**src/rtl/muldiv_unit.sv**
```systemverilog
// Iterative RV32M multiply/divide unit: radix-2 shift-add multiply and restoring divide, one bit per clock.
// Optional macro MULDIV_FAST_SPECIAL_EN: zero-operand, divide-by-zero and signed-overflow ops finish without iterating.
module muldiv_unit #(
    parameter int unsigned XLEN  = 32,
    parameter int unsigned ITERS = 32
) (
    input  logic            clk,
    input  logic            reset,
    input  logic            start,
    input  logic [2:0]      funct3,
    input  logic [XLEN-1:0] op_a,
    input  logic [XLEN-1:0] op_b,
    output logic            busy,
    output logic            done,
    output logic [XLEN-1:0] result
);
    localparam int unsigned AW = 2 * XLEN;
    localparam int unsigned CW = $clog2(ITERS);

    typedef enum logic [1:0] {IDLE, CALC, DONE} state_t;

    state_t          state;
    logic [CW-1:0]   count;
    logic [2:0]      f3;
    logic            neg;
    logic            dz;
    logic [XLEN-1:0] opnd;
    logic [AW-1:0]   acc;

    // Launch-time decode: operand magnitudes and result sign
    logic            sign_a, sign_b, a_neg, b_neg, neg_in;
    logic [XLEN-1:0] mag_a, mag_b;

    always_comb begin
        sign_a = (funct3 != 3'b011) && (funct3 != 3'b101) && (funct3 != 3'b111);
        sign_b = sign_a && (funct3 != 3'b010);
        a_neg  = sign_a && op_a[XLEN-1];
        b_neg  = sign_b && op_b[XLEN-1];
        mag_a  = a_neg ? (~op_a + XLEN'(1)) : op_a;
        mag_b  = b_neg ? (~op_b + XLEN'(1)) : op_b;
        // Remainder takes the dividend's sign; everything else the XOR of operand signs
        neg_in = (funct3[2] && funct3[1]) ? a_neg : (a_neg ^ b_neg);
    end

    // One iteration step plus the final sign-corrected result
    logic [XLEN:0]   mul_sum, div_sh;
    logic [XLEN-1:0] div_diff;
    logic            div_ge;
    logic [AW-1:0]   acc_n, prod;
    logic [XLEN-1:0] quo, rem, fin;

    always_comb begin
        mul_sum  = {1'b0, acc[AW-1:XLEN]} + (acc[0] ? {1'b0, opnd} : '0);
        div_sh   = {acc[AW-1:XLEN], acc[XLEN-1]};
        div_diff = XLEN'(div_sh - {1'b0, opnd});
        div_ge   = (div_sh >= {1'b0, opnd});
        if (f3[2]) begin
            acc_n = {(div_ge ? div_diff : div_sh[XLEN-1:0]), acc[XLEN-2:0], div_ge};
        end else begin
            acc_n = {mul_sum, acc[XLEN-1:1]};
        end
        prod = neg ? (~acc_n + AW'(1)) : acc_n;
        quo  = acc_n[XLEN-1:0];
        rem  = acc_n[AW-1:XLEN];
        if (!f3[2]) begin
            fin = (f3[1:0] == 2'b00) ? prod[XLEN-1:0] : prod[AW-1:XLEN];
        end else if (f3[1]) begin
            fin = neg ? (~rem + XLEN'(1)) : rem;
        end else if (dz) begin
            fin = '1;
        end else begin
            fin = neg ? (~quo + XLEN'(1)) : quo;
        end
    end

`ifdef MULDIV_FAST_SPECIAL_EN
    logic            ovf, special;
    logic [XLEN-1:0] fast_res;

    always_comb begin
        ovf      = funct3[2] && !funct3[0] && (op_a == {1'b1, {(XLEN-1){1'b0}}}) && (op_b == '1);
        special  = (op_a == '0) || (op_b == '0) || ovf;
        fast_res = '0;
        if (funct3[2] && (op_b == '0)) begin
            fast_res = funct3[1] ? op_a : '1;
        end else if (ovf && !funct3[1]) begin
            fast_res = op_a;
        end
    end
`endif

    always_ff @(posedge clk or posedge reset) begin
        if (reset) begin
            state  <= IDLE;
            busy   <= 1'b0;
            done   <= 1'b0;
            result <= '0;
            count  <= '0;
            f3     <= '0;
            neg    <= 1'b0;
            dz     <= 1'b0;
            opnd   <= '0;
            acc    <= '0;
        end else begin
            done <= 1'b0;
            case (state)
                CALC: begin
                    acc   <= acc_n;
                    count <= count + CW'(1);
                    if (count == CW'(ITERS - 1)) begin
                        state  <= DONE;
                        done   <= 1'b1;
                        result <= fin;
                        count  <= '0;
                    end
                end
                // IDLE and DONE both accept a new request
                default: begin
                    if (start) begin
                        f3    <= funct3;
                        neg   <= neg_in;
                        dz    <= (op_b == '0);
                        count <= '0;
                        busy  <= 1'b1;
                        opnd  <= funct3[2] ? mag_b : mag_a;
                        acc   <= {{XLEN{1'b0}}, (funct3[2] ? mag_a : mag_b)};
                        state <= CALC;
`ifdef MULDIV_FAST_SPECIAL_EN
                        if (special) begin
                            state  <= DONE;
                            done   <= 1'b1;
                            result <= fast_res;
                        end
`endif
                    end else begin
                        state <= IDLE;
                        busy  <= 1'b0;
                    end
                end
            endcase
        end
    end

endmodule

```
**config.mk**
```make
export PLATFORM = sky130hd
export DESIGN_NAME = muldiv_unit
export DESIGN_NICKNAME = d
export VERILOG_FILES = /design/src/rtl/muldiv_unit.sv
export SDC_FILE = /design/constraint.sdc
export NUM_CORES = 1
export LEC_CHECK = 0
export CAP_MARGIN = 15
export CORE_ASPECT_RATIO = 1.25
export CORE_MARGIN = 1.5
export CORE_UTILIZATION = 25
export CTS_CLUSTER_SIZE = 8
export DETAILED_ROUTE_END_ITERATION = 16
export PLACE_DENSITY = 0.49
export SLEW_MARGIN = 10
export SYNTH_ARGS = -nofsm -noshare
export SYNTH_HDL_FRONTEND = slang
export SYNTH_SLANG_ARGS = --single-unit
```
**constraint.sdc**
```tcl
create_clock -name clk -period 5.53 [get_ports clk]
set_input_delay 0.8295 -clock clk [delete_from_list [all_inputs] [get_ports clk]]
set_output_delay 0.8295 -clock clk [all_outputs]
set_load 0.02 [all_outputs]
```
==> Word-level counts from Yosys, hierarchy flattened <==
Cells that the tools add are included.
{ "word_totals": {"ff_bits": 142, "in_bits": 70, "output_inout_bits": 34, "word_cells": 70} }
{ "op_classes": {"addsub": 8, "n_lt_le_gt_ge": 1, "eq_ne": 7, "n_mux": 26, "bitwise": 7, "n_reduce_logical": 11} }
{ "op_table": {"columns": ["cell", "n"], "rows": [
  ["$mux 32", 12],
  ["$mux 64", 4],
  ["$add 32x1->32 const B", 4],
  ["$not 32->32", 4],
  ["$add 64x1->64 const B", 1],
  ["$not 64->64", 1],
  ["$add 32x32->33", 1],
  ["$ge 33x32->1", 1],
  ["$logic_not 32->1", 1],
  ["$sub 32x32->32", 1],
  ["$mux 5", 3],
  ["$logic_and 1x1->1", 6],
  ["$ne 3x2->1 const B", 2],
  ["$ne 3x3->1 const B", 2],
  ["$add 5x1->5 const B", 1],
  ["$eq 5x5->1 const B", 1],
  ["$mux 1", 5],
  ["$mux 2", 2],
  ["$reduce_and 2->1", 2],
  ["$eq 2x1->1 const B", 1],
  ["$logic_not 2->1", 1],
  ["$ne 2x2->1 const B", 1],
  ["$reduce_bool 2->1", 1],
  ["$not 1->1", 1],
  ["$xor 1x1->1", 1]
]} }

==> Depth between registers and ports, before layout <==
Gate-level depths: netlist (run 1).
{ "logic_depth": {"ltp_word": 9, "ltp_mapped": 24, "depth_no_buf": 21} }

==> Least setup slack after synthesis (run 1) <==
No wires, ideal clock.
{ "synth_timing": {"kind": "reg-to-reg", "from": "register f3[2]", "to": "register result[28]", "setup_ns": 0.131, "arrival_ns": 4.720, "required_time_ns": 5.399, "slack_ns": 0.679, "path_stages_with_launch": 23, "path_buffers": 9, "synth_period_minus_slack_ns": 4.851, "cell_sequence": "dfrtp_1 > buf_2 > buf_2 > buf_2 > clkbuf_1 > buf_2 > buf_2 > buf_2 > buf_2 > clkbuf_1 > nand2_1 > o21ai_0 > ha_1 > o21ai_0 > o21bai_1 > nor2_1 > nand3_1 > o21ai_0 > nand2_1 > o41ai_2 > nand3_1 > a31oi_1 > o211ai_1"} }
{ "synth_between": {"elab_chain_len": 7, "word_cells_on_any_way": 14, "cone_classes": "add/sub: 3; mux: 8; bitwise: 3"} }
{ "synth_rtl": {"columns": ["element", "line_no", "text"], "rows": [
  ["start: declaration", "24", "logic [2:0] f3;"],
  ["start signal: assignment", "120", "f3 <= funct3;"],
  ["$mux 64", "57", "if (f3[2]) begin"],
  ["$not 32->32", "72", "fin = neg ? (~quo + XLEN'(1)) : quo;"],
  ["$add 32x1->32", "72", null],
  ["$mux 32", "72", null],
  ["$mux 32", "69", "end else if (dz) begin"],
  ["$mux 32", "67", "end else if (f3[1]) begin"],
  ["$mux 32 (*)", "65", "if (!f3[2]) begin"],
  ["end signal: assignment", "113", "result <= fin;"],
  ["end: declaration", "15", "output logic [XLEN-1:0] result"]
]} }
Every way passes the cells marked *; elsewhere a longest branch is shown, timed or not.
A chain may end at the register's enable or synchronous reset.

==> Worst setup path in the final report (run 1) <==
{ "layout_timing": {"from": "register acc[41]", "to": "register result[28]"} }
{ "layout_between": {"elab_chain_len": 8, "word_cells_on_any_way": 18, "cone_classes": "add/sub: 5; order compare: 1; mux: 9; bitwise: 3"} }
{ "layout_rtl": {"columns": ["element", "line_no", "text"], "rows": [
  ["start: declaration", "28", "logic [AW-1:0] acc;"],
  ["start signal: assignment", "108", "acc <= acc_n;"],
  ["start signal: assignment", "126", "acc <= {{XLEN{1'b0}}, (funct3[2] ? mag_a : mag_b)};"],
  ["$sub 32x32->32 or $ge 33x32->1 (tied branches)", "55, 56", null],
  ["$mux 32 or $mux 64 (tied branches)", "58, 57", null],
  ["$mux 64 (*)", "57", null],
  ["$not 64->64 (tied with other cells)", "62", "prod = neg ? (~acc_n + AW'(1)) : acc_n;"],
  ["$add 64x1->64 (tied with other cells)", "62", null],
  ["$mux 64 (tied with other cells)", "62", null],
  ["$mux 32 (on tied branches)", "66, 67", null],
  ["$mux 32 (*)", "65", null]
]} }
Marks and branches as above.

==> impl_metrics.toml, run 1 <==
[grt]
grt_util_all_layers = 0.224
antenna_found_initial = 1
gr-total-overflow = 0
grt_pass1_wl_um = 111000
grt_max_degree = 98
grt_pass1_vias = 16900

[critical_path]
crit_family = "compound AO/OA/AOI/OAI gates"
slowest_stage = "o41ai_2"
startpoint_type = "flop"
required_ns = 5.88
critPathMaxStageDelay_ns = 0.62
critPathKind = "reg2reg"
reg2reg_depth = 14
critPathBufInv = 1
reg2reg_slack_ns = 0.29
critPathLaunch = "acc[41]"
timing.rr.start = "acc[41]"
path_cells = "ha_1, and4_1, and3_1, o21ai_1, a21o_1, nand2_2, buf_4, a311o_1, nor4b_4, nand3_2, o41ai_2, nand3_1, a31oi_1, o211ai_1"
crit_fanout = 29
critical_path_arrival_ns = 5.59
r2r_end = "result[28]"
end_kind = "flop"

[clock_network]
clock_sinks = 142
clockBufferDepth = 2
cts_tree = "done"
clkTransAtPathRegs_ns = 0.07
cts_buffers = 17
root_buffer = "clkbuf_16"
ctsHtreeMaxLevel = 4
clock_latency_ns = 0.48

[logic_synthesis]
synth-edff-count = 0
syn_area_um2 = 16000
yosysSeqAreaShare = 0.222
synth_seq_cells = 142
synth_top_cell_area_share = 0.222
synthArstFlopShare = 1.00
synth_cell_types = 100
ys.warnings.count = 0
ys.flop_type = "dfrtp_1"
synth_top_area_cell = "dfrtp_1"
syn-num-nets = 2322
synth_cells = 2180
synth_area_leaders = "dfrtp_1 (22%), o21ai_0 (6.5%), nand2_1 (6.0%)"
avgSynthCellArea_um2 = 7.35

[final_layout]
fillers = 6832
diodes = 0
syn2layout_area_growth_pct = 16.4
drive_gt1_frac = 0.0793
fin_nets = 2374

[sta]
worst_slew_pin_slew_ns = 0.997
setup_tns_ns = 0
layout_setup_ws_ns = 0.289
min_period_ns = 5.24
min_period_over_period = 0.948
hold_viol_final = 0
finClkSkew_ns = 0.0155
max_freq_mhz = 191
setup-violations-final = 0
drv_slew = 0
rsz0062_at_grt = "no"
slew_headroom = 0.331

[routing]
avgViaCountPerCell = 5.59
initialDrtViolationCount = 1359
drtPass1Iterations = 5
wire_per_inst_um = 24.1
wl_um = 74200
drc_errors = 0
ant_nets = 0
vias = 17200

[min_path]
min_from = "busy"
holdPathStages = 2
holdCritPathClass = "reg2reg"
min_to = "busy"

[floorplan]
die_width_um = 229
initial_core_util = 0.253
ios = 104
core_um2 = 63300
dieArea_um2 = 65600
num_rows = 103
die_y_um = 286

[placement]
dp_hpwl_um = 58900
dp_slack_ns = 0.164
gp_congestion = 0.975
port_buffers = 103

[run]
maxCapViolCount = 0

[run_status]
outcome = "finished, final reports clean"
Yosys cell counts, types with 36 or more instances:
cell type / instances
nand3_1: 64
xnor2_1: 92
nand2_1: 257
clkbuf_1: 96
and2_1: 45
a211oi_1: 68
xor2_1: 67
dfrtp_1: 142
a21oi_1: 175
o211ai_1: 36
mux2i_1: 42
nor2_1: 193
ha_1: 70
o21ai_0: 207
nor3_1: 59
inv_1: 67
registers in the layout, summed over array words and instances, names as in the netlist:
name and cells:
f3 3, opnd 32, done 1, acc 64
result 32, state 2, busy 1, neg 1
count 5, dz 1
cell type report:
| type | count | area (µm²) | area share |
|---|---|---|---|
| clock buffers | 17 | 425 | 0.0228 |
| clock inverters | 15 | 153 | 0.00818 |
| inverters | 69 | 265 | 0.0142 |
| multi-input cells | 1829 | 11600 | 0.624 |
| flip-flops and latches | 142 | 3560 | 0.191 |
| well taps | 840 | 1050 | 0.0563 |
| repair buffers | 173 | 1550 | 0.0832 |
cell usage in the layout (no fill, tap or decap), drive strengths merged, types with 11 or more instances in the layout:
cell / netlist / routed
a211oi: 71 / 71
a21boi: 12 / 12
a21o: 30 / 30
a21oi: 178 / 178
a221oi: 12 / 12
a311oi: 11 / 11
a31oi: 25 / 25
a41oi: 11 / 11
and2: 45 / 45
and3: 18 / 18
buf: 42 / 71
clkbuf: 98 / 17
clkdlybuf4s50: 0 / 102
dfrtp: 142 / 142
ha: 70 / 70
inv: 67 / 73
mux2: 15 / 15
mux2i: 42 / 42
nand2: 258 / 258
nand2b: 20 / 20
nand3: 65 / 65
nand4: 28 / 28
nor2: 193 / 193
nor2b: 19 / 19
nor3: 60 / 60
nor4: 18 / 18
o211ai: 36 / 36
o21a: 16 / 16
o21ai: 217 / 217
o21bai: 12 / 12
o31ai: 21 / 21
o41ai: 16 / 16
or2: 14 / 14
or3: 18 / 18
xnor2: 92 / 92
xor2: 67 / 67
metrics by stage:
stage / cells / utilization / cell area, µm² / hold slack (ns)
3_5_place_dp: 3053 / 0.286 / 18100 / 0.475
3_3_place_gp: 3053 / 0.286 / 18100 / 0.470
6_report: 3085 / 0.295 / 18700 / 0.482
4_1_cts: 3085 / 0.295 / 18600 / 0.488
5_1_grt: 3085 / 0.295 / 18700 / 0.507
2_1_floorplan: 2180 / - / 16000 / 0.444
per-layer routing:
| metal | routed length, µm | track usage | vias up |
|---|---|---|---|
| met4 | 5540 | 0.158 | 0 |
| li1 | - | - | 8122 |
| met3 | 3470 | 0.0290 | 190 |
| met5 | 0 | 0 | - |
| met2 | 36000 | 0.390 | 640 |
| met1 | 29200 | 0.253 | 8281 |
worst max-delay path by stage:
stage | to | slack, ns | cells past startpoint
detailed placement | result[21] | 0.16 | 15
global placement | result[21] | 0.19 | 15
global route | result[26] | 0.01 | 17
CTS | result[21] | 0.13 | 15
floorplan | result[28] | 0.68 | 22
finish | result[28] | 0.29 | 14
timing repair:
action,4_1_cts,5_1_grt
resized for setup,0,1
setup buffers,0,0
endpoints found under the setup margin,0,7
hold buffers,0,0
logic make-up (layout without fill, tap and decap cells):
family | after synthesis | count (layout) | synth area share
AO/OA/AOI/OAI | 747 | 747 | 0.305
XOR/XNOR | 159 | 159 | 0.0869
adder cells (fa/ha/maj) | 72 | 72 | 0.0572
buffers and inverters | 209 | 274 | 0.0524
flip-flops | 142 | 142 | 0.222
multiplexers | 57 | 57 | 0.0370
AND/OR/NAND/NOR | 794 | 794 | 0.240
worst reg2reg max path: stages (launching register included):
cell,delay [ns]
dfrtp_1,0.48
ha_1,0.45
and4_1,0.28
and3_1,0.21
o21ai_1,0.25
a21o_1,0.54
nand2_2,0.19
buf_4,0.31
a311o_1,0.46
nor4b_4,0.53
nand3_2,0.37
o41ai_2,0.62
nand3_1,0.14
a31oi_1,0.18
o211ai_1,0.09
Power of run 1 is not shown: default switching activity piles up to over one toggle a cycle in this logic, so the estimate is an artifact.
==> inputs of run 2 (changes only) <==
--- a/config.mk
+++ b/config.mk
@@ -11,7 +11,7 @@
 export CORE_UTILIZATION = 25
 export CTS_CLUSTER_SIZE = 8
 export DETAILED_ROUTE_END_ITERATION = 16
-export PLACE_DENSITY = 0.49
+export PLACE_DENSITY_LB_ADDON = 0.3
 export SLEW_MARGIN = 10
 export SYNTH_ARGS = -nofsm -noshare
 export SYNTH_HDL_FRONTEND = slang
==> constraint.sdc (replaced) <==
create_clock -name clk -period 4.2 [get_ports clk]
set_input_delay 0.63 -clock clk [delete_from_list [all_inputs] [get_ports clk]]
set_output_delay 0.63 -clock clk [all_outputs]
set_load 0.02 [all_outputs]
==> run 2 against run 1 <==
Compared with the run above:
- the flow now finishes with violations (negative setup slack)
- count of clock-buffer cells in the layout increased by 2
- utilization increased by 8.2 points
- sequential cell count unchanged
- critical path depth increased by 6
- critical path type unchanged
==> impl_metrics.toml, run 2 (same netlist as run 1, synthesis figures left out) <==
[run_status]
outcome = "finished with violations"
failed_checks = "negative setup slack"

[routing]
highest_layer = "met4"
wl_met3_um = 3110
ant_nets = 0
wire_per_inst_um = 22.5
wl_um = 80000
vias = 19100
drc_errors = 0
wl_met2_um = 39100
avgViaCountPerCell = 5.38
wl_met1_um = 31200
initialDrtViolationCount = 1459
drtPass1Iterations = 5

[clock_network]
root_buffer = "clkbuf_16"
cts_buffers = 17
clkTransAtPathRegs_ns = 0.07
clock_sinks = 142
ctsHtreeMaxLevel = 4
clock_latency_ns = 0.48
cts_tree = "done"
clockBufferDepth = 2

[placement]
gp_congestion = 0.964
port_buffers = 103
dp_hpwl_um = 64100

[critical_path]
reg2reg_depth = 20
reg2reg_slack_ns = -0.15
timing.rr.start = "acc[43]"
startpoint_type = "flop"
critPathMaxStageDelay_ns = 0.47
critical_path_arrival_ns = 4.71
path_cells = "ha_4, nand4_1, nor3_2, buf_4, nand4_1, o2111a_2, nand2_4, nand2_2, o21ai_2, a21o_1, ha_2, nand4_1, nor4b_4, buf_4, nand3_4, buf_6, o31ai_4, xor2_1, a21oi_1, a211o_1"
end_kind = "flop"
slowest_stage = "dfrtp_2"
required_ns = 4.56
critPathKind = "reg2reg"
r2r_end = "result[16]"
cpMostUsedCell = "nand4_1"
crit_fanout = 6

[grt]
antenna_found_initial = 2
grt_pass1_wl_um = 118000
grt_util_all_layers = 0.239
grt_pass1_vias = 18900
grt_max_degree = 98
gr-total-overflow = 0

[sta]
hold_viol_final = 0
worst_slew_pin_slew_ns = 0.937
max_freq_mhz = 230
setup-violations-final = 15
setup_tns_ns = -1.15
min_period_over_period = 1.04
slew_headroom = 0.375
rsz0062_at_grt = "yes"
layout_setup_ws_ns = -0.147
min_period_ns = 4.35
drv_slew = 0
finClkSkew_ns = 0.0183

[min_path]
holdPathStages = 2
min_from = "result[2]"
holdCritPathClass = "reg2reg"
min_to = "result[2]"

[final_layout]
layout.cells.most_common = "buf_4"
drive_gt1_frac = 0.310
reg.largest.list = "acc: 64 flops, opnd: 32 flops, result: 32 flops"
fin_nets = 2844
diodes = 0
largest_reg_flops = 64
regMostFlops = "acc"
syn2layout_area_growth_pct = 48.9
final_cell_mix = "buf_4 (504), nand2_1 (243), nor2_1 (190)"

[floorplan]
dieArea_um2 = 65600
die_y_um = 286
num_rows = 103
initial_core_util = 0.253
die_width_um = 229
core_um2 = 63300
ios = 104

[run]
maxCapViolCount = 0
-- run 2: cell count changes in the layout (fill, tap and decap cells not counted), moves of 13 or more --
cell / change
a21oi_2: +23
ha_4: +30
buf_6: +27
a21oi_1: -26
o21ai_0: -23
nand2_1: -13
buf_4: +434
ha_1: -34
-- run 2: how the worst max path moves through the flow --
stage	from	to	slack [ns]	cells past startpoint
4_1_cts	acc[0]	result[29]	-0.009	18
5_1_grt	opnd[30]	result[28]	-0.27	22
3_3_place_gp	opnd[30]	result[6]	-0.48	23
3_5_place_dp	acc[45]	result[6]	-0.52	22
2_1_floorplan	acc[39]	result[26]	-0.18	22
6_report	acc[43]	result[16]	-0.15	20
-- run 2: worst max-delay path: cells and delay by family, from the launching register on --
| kind | cells | cell delay (ns) |
|---|---|---|
| simple gates | 8 | 1.57 |
| compound gates | 6 | 0.95 |
| buf+inv | 3 | 0.53 |
| fa+ha+maj | 2 | 0.48 |
| flops | 1 | 0.47 |
| xor+xnor | 1 | 0.23 |
-- run 2: repair_timing --
item                       in CTS  in global routing
setup buffers                  22                 29
pin swaps                      40                 84
gates cloned                    0                  1
resized for setup             118                174
setup endpoints to repair      31                 28
hold buffers                    0                  0
hold endpoints to repair        0                  0
-- run 2: final cells by class --
type,count,area [µm²]
fill,6576,39400
multi-input combinational,1829,13100
timing repair buffer,643,5290
sequential,142,3570
tap,840,1050
clock buffer,19,443
inverter,69,263
clock inverter,13,154
-- run 2: per-layer routing --
metal | track usage | vias to the layer above
met2 | 0.415 | 628
li1 | - | 9054
met1 | 0.269 | 9239
met4 | 0.183 | 0
met5 | 0 | -
met3 | 0.0222 | 209
-- run 2: through the flow --
stage,hold WS (ns),utilization,setup slack [ns],instances,area [µm²]
after floorplan,0.444,-,-0.184,2180,16100
after global placement,0.466,0.338,-0.482,3475,21400
after CTS,0.485,0.360,-0.00928,3529,22800
after global routing,0.505,0.377,-0.274,3555,23900
after detailed placement,0.469,0.338,-0.516,3475,21400
final,0.483,0.377,-0.147,3555,23900
Power of run 2 is left out for the same reason.
